`src/rtl/uart_rx_fifo.sv`:
```
// uart_rx_fifo: first-word-fall-through byte FIFO behind a UART receiver, with a sticky overflow flag and an accepted-byte counter
module uart_rx_fifo #(
  parameter int DEPTH = 16,
  parameter int TOTAL_W = 16
) (
  input  logic                     CLK,
  input  logic                     RST_N,
  input  logic                     IN_VALID,
  input  logic [7:0]               IN_DATA,
  input  logic                     OUT_READY,
  input  logic                     CLR_OVF,
  output logic                     OUT_VALID,
  output logic [7:0]               OUT_DATA,
  output logic [$clog2(DEPTH):0]   COUNT,
  output logic                     FULL,
  output logic                     EMPTY,
  output logic                     OVERFLOW,
  output logic [TOTAL_W-1:0]       RX_TOTAL
);
  localparam int AW = $clog2(DEPTH);
  logic [7:0]    mem [DEPTH];
  logic [AW-1:0] wr_ptr, rd_ptr;
  logic          pop, push, drop;
  // status flags come only from the registered count; a pop frees room for a same-cycle push
  always_comb begin
    OUT_VALID = COUNT != '0;
    EMPTY     = COUNT == '0;
    FULL      = COUNT == (AW+1)'(DEPTH);
    OUT_DATA  = mem[rd_ptr];
    pop       = OUT_VALID && OUT_READY;
    push      = IN_VALID && (!FULL || pop);
    drop      = IN_VALID && FULL && !pop;
  end
  // pointers, occupancy, overflow flag and accepted-byte total; a new drop beats a clear
  always_ff @(posedge CLK or negedge RST_N) begin
    if (!RST_N) begin
      wr_ptr   <= '0;
      rd_ptr   <= '0;
      COUNT    <= '0;
      OVERFLOW <= 1'b0;
      RX_TOTAL <= '0;
    end else begin
      if (push) wr_ptr <= wr_ptr + AW'(1);
      if (pop) rd_ptr <= rd_ptr + AW'(1);
      COUNT    <= push && !pop ? COUNT + (AW+1)'(1) : pop && !push ? COUNT - (AW+1)'(1) : COUNT;
      OVERFLOW <= drop || (OVERFLOW && !CLR_OVF);
      if (push) RX_TOTAL <= RX_TOTAL + TOTAL_W'(1);
    end
  end
  // storage needs no reset since the pointers define what is valid
  always_ff @(posedge CLK) begin
    if (push) mem[wr_ptr] <= IN_DATA;
  end
endmodule

```
`config.mk`:
```
export PLATFORM = sky130hd
export DESIGN_NAME = uart_rx_fifo
export DESIGN_NICKNAME = d
export VERILOG_FILES = /design/src/rtl/uart_rx_fifo.sv
export SDC_FILE = /design/constraint.sdc
export NUM_CORES = 1
export LEC_CHECK = 0
export ABC_AREA = 1
export CORE_UTILIZATION = 63
export CTS_CLUSTER_DIAMETER = 80
export DETAILED_ROUTE_END_ITERATION = 10
export HOLD_SLACK_MARGIN = 0.03
export PLACE_DENSITY = 0.84
export SYNTH_ARGS = -nofsm -noshare
export SYNTH_HDL_FRONTEND = slang
export SYNTH_SLANG_ARGS = --single-unit
```
`constraint.sdc`:
```
create_clock -name CLK -period 5.3 [get_ports CLK]
set_input_delay 0.795 -clock CLK [delete_from_list [all_inputs] [get_ports CLK]]
set_output_delay 0.795 -clock CLK [all_outputs]
set_load 0.005 [all_outputs]
```
==> results summary <==
The all-layer global routing usage is 0.291. TritonCTS built the clock tree. In this run the tightest slew margin relative to its limit is 0.121. The wire length of the first global-routing pass is 24.5 mm. The via count of the first global-routing pass came out at 5,012. The x dimension of the die is 108 µm. The post-synthesis cell type with the largest combined area is sky130_fd_sc_hd__edfxtp_1. The arrival time reported for the critical path endpoint came out at 3.14 ns. The period utilization is 0.742. The top cell type's share of synthesized area came out at 0.545. The maximum clock frequency came out at 0.254 GHz. The run finished with clean final reports. On the worst path, the slowest cell contributes a delay of 0.72 ns. The number of vias in the routed layout is 4,968. The total wirelength of the detailed-routed design is 15.2 mm.

In this run the clock root is driven by a sky130_fd_sc_hd__clkbuf_8. The share of final-layout standard cells stronger than drive strength 1 came out at 0.0691. The largest vdd supply drop came out at 0.000339 V. The vertical extent of the die is 108 µm. The fraction of synthesized area in multiplexers came out at 0. The number of slew-limit violations in the final report came out at 0. In this design, the critical path's most frequently occurring cell is sky130_fd_sc_hd__nand2_1. For this design, the CTS-stage hold fixing added 0 buffers. The reported leakage power came out at 3.19 nW. The slew at the pin closest to its max-slew limit came out at 1.31 ns.

After floorplanning, the core was divided into 38 placement rows. Counting tap cells, the placed design contains a total of 832 instances. The clock net sink count came out at 158. The residual overflow from global routing came out at 0. Buffers added to address setup during post-CTS repair amount to 0. The die footprint is 0.0116 mm². The power per cell area came out at 540 mW/mm².

Across the run, the number of max-cap violations was 0. The CTS H-tree depth came out at 4. The diode insertion count for antenna repair is 0.

Setup repair after global routing left no endpoint under its margin. The clock edge transition at the registers on the reported setup and hold paths is 0.07 ns. The adder-cell area share of the yosys netlist came out at 0.0206. The number of nets in the final layout is 735. The worst setup path is of the register to primary output kind.

The number of nets still failing antenna checks after routing is 0. The placeable core region came out at 0.0109 mm². The xor-xnor portion of the synthesized cell area came out at 0.0183. The number of flip-flops and latches in the synthesized netlist came out at 158.

By area the synthesized netlist is led by sky130_fd_sc_hd__edfxtp_1 (54%), sky130_fd_sc_hd__nand2_1 (11%), sky130_fd_sc_hd__dfrtp_1 (11%), sky130_fd_sc_hd__nand3_1 (3.5%), sky130_fd_sc_hd__nor2_1 (3.3%). The sequential area share after synthesis is 0.651. From synthesis to final layout, the design area changed by 16.3%.

The slowest stage of the critical path belongs to the cell sky130_fd_sc_hd__inv_2. The initial core utilization came out at 0.648. The post-synthesis cell type count is 36. The mapped netlist covers 0.00705 mm². The number of nets in the synthesized netlist came out at 693. STA classifies the critical path endpoint as a primary output. Entering global routing, the biggest net connects 54 pins. The worst setup path is launched from a register. Yosys printed 0 warnings.

The mean instance size in the synthesized netlist is 10.5 µm². After synthesis, the largest family of logic cells by area is simple AND/OR/NAND/NOR gates. The final period demand of the worst path is 3.93 ns.

Counting the buffers created by CTS gives 17. Detailed placement finished with a half-perimeter wire length of 9.46 mm. The pre-antenna-repair detailed-routing pass consisted of 7 iterations. In the synthesized netlist the async set-or-reset flop fraction comes to 0.190. The initial detailed-routing violation count is 480.

The final count of hold timing violations came out at 0. The data required time of the critical path is 4.51 ns. The number of resized instances in the post-cts repair step came out at 0.

The type of the worst min-delay path is register to register. The sum of negative setup slack is 0 ns. 46 I/O pins were placed. The number of standard cells in the layout, taps in and fillers out is 864. Of the total synthesized cell area, the portion taken by AND, OR, NAND and NOR gates is 0.215. Setup violations remaining at the end of the flow were counted as 0. Of all nets on the critical path, the largest fanout is 50. The worst-case clock skew came out at 0.00908 ns.

The maximum buffer depth of the clock tree is 2. In the routed design, unresolved DRC markers number 0. The fraction of the mapped netlist area in compound gates came out at 0.0449.

At the end of routability-driven placement, the weighted congestion stood at 0.851. The quantity of I/O buffers inserted on ports came out at 45. Synthesis produced 669 cells. The signal on the critical path passes through inv_2, nand2_1, nand3_1, nand2_1, nor2_1, nand2_1, nand2_1, clkdlybuf4s50_1. The initial antenna violation count is 0. The clock network latency to the later pin of the worst-skew pair is 0.54 ns.

The via-per-instance ratio came out at 5.75. After detailed routing, the average wire length per cell comes to 17.6 µm. For this run, the leading register cell type out of synthesis is sky130_fd_sc_hd__edfxtp_1. The number of enable flip-flop cells after synthesis came out at 128.
cell usage after synthesis, types with 2 or more instances:
library cell               count
sky130_fd_sc_hd__a21oi_1      17
sky130_fd_sc_hd__buf_2        17
sky130_fd_sc_hd__buf_4         4
sky130_fd_sc_hd__dfrtp_1      30
sky130_fd_sc_hd__edfxtp_1    128
sky130_fd_sc_hd__ha_1         10
sky130_fd_sc_hd__inv_1        47
sky130_fd_sc_hd__inv_2         4
sky130_fd_sc_hd__nand2_1     202
sky130_fd_sc_hd__nand3_1      50
sky130_fd_sc_hd__nand3b_1      2
sky130_fd_sc_hd__nand4_1       9
sky130_fd_sc_hd__nor2_1       62
sky130_fd_sc_hd__nor2_2        3
sky130_fd_sc_hd__nor3_1       19
sky130_fd_sc_hd__o211ai_1     16
sky130_fd_sc_hd__o21ai_0      19
sky130_fd_sc_hd__o21ai_1       2
sky130_fd_sc_hd__xnor2_1       5
sky130_fd_sc_hd__xor2_1        6
sky130_fd_sc_hd__xor2_2        2
cell families (layout without fill, tap and decap cells):
group | after synthesis | count (layout)
adder cells (fa/ha/maj) | 11 | 11
AND/OR/NAND/NOR | 355 | 355
AO/OA/AOI/OAI | 55 | 55
buffers and inverters | 77 | 132
XOR/XNOR | 13 | 13
flip-flops | 158 | 158
where the power goes:
part	total [W]	internal (W)	switching, W
Combinational	0.00146	0.000560	0.000904
Sequential	0.00168	0.00151	0.000169
Clock	0.00128	0.000796	0.000487
Total	0.00443	0.00287	0.00156
final cells by class:
cell class / count / area [µm²]
Tap cell: 140 / 175
Timing Repair Buffer: 48 / 473
Sequential cell: 158 / 4600
Fill cell: 726 / 2690
Clock buffer: 24 / 568
Multi-Input combinational cell: 434 / 2110
Clock inverter: 8 / 82.6
Inverter: 52 / 195
metal layers:
layer / up-vias / GRT usage / part of all wire
met5: - / 0 / 0
met4: 0 / 0.135 / 0.035
met3: 55 / 0.0611 / 0.065
met2: 223 / 0.507 / 0.52
met1: 2354 / 0.344 / 0.38
li1: 2336 / - / -
path summary, 6_finish.rpt:
check	startpoint	to	slack, ns	cells after the start
worst min register to register	RX_TOTAL[15]$_DFFE_PN0P_	RX_TOTAL[15]$_DFFE_PN0P_	0.51	2
worst max register to register	COUNT[0]$_DFFE_PN0P_	COUNT[4]$_DFFE_PN0P_	2.47	12
worst min-delay path	RX_TOTAL[15]$_DFFE_PN0P_	RX_TOTAL[15]$_DFFE_PN0P_	0.51	2
max in group asynchronous	RST_N	rd_ptr[0]$_DFFE_PN0N_	4.35	2
worst max-delay path	rd_ptr[0]$_DFFE_PN0N_	OUT_DATA[5]	1.37	8
min in group asynchronous	RST_N	OVERFLOW$_DFF_PN0_	0.64	2
registers in the layout (all words and copies together), names as in the netlist:
register and count:
mem 128, RX_TOTAL 16, COUNT 5, rd_ptr 4
wr_ptr 4, OVERFLOW 1
critical path: cells and delay by family, from the launching register on:
| family | cells | cell delay, ns |
|---|---|---|
| buffers and inverters | 2 | 1.22 |
| AND/OR/NAND/NOR | 6 | 0.72 |
| flip-flops | 1 | 0.62 |
through the flow:
| stage | cell area (µm²) | utilization | power (W) | setup slack, ns | hold WS, ns |
|---|---|---|---|---|---|
| 6_report | 8200 | 0.753 | 0.00443 | 1.37 | 0.514 |
| 5_1_grt | 8200 | 0.753 | 0.00466 | 1.26 | 0.533 |
| 4_1_cts | 8200 | 0.753 | 0.00443 | 1.39 | 0.523 |
| 3_5_place_dp | 7540 | 0.693 | 0.00313 | 1.85 | 0.500 |
| 3_3_place_gp | 7540 | 0.693 | 0.00306 | 1.98 | 0.489 |
| 2_1_floorplan | 7050 | - | 0.00259 | 2.95 | 0.481 |
cells in the final DEF, fill, tap and decap left out, drive strengths merged:
master / netlist / layout
a21oi: 17 / 17
buf: 24 / 3
bufinv: 0 / 1
clkbuf: 1 / 24
clkdlybuf4s50: 0 / 45
clkinv: 1 / 6
dfrtp: 30 / 30
edfxtp: 128 / 128
fa: 1 / 1
ha: 10 / 10
inv: 51 / 53
nand2: 204 / 204
nand2b: 1 / 1
nand3: 50 / 50
nand3b: 2 / 2
nand4: 10 / 10
nor2: 66 / 66
nor3: 21 / 21
o211ai: 16 / 16
o21ai: 21 / 21
o22ai: 1 / 1
or2: 1 / 1
xnor2: 5 / 5
xor2: 8 / 8
(Power assumes the default switching activity.)
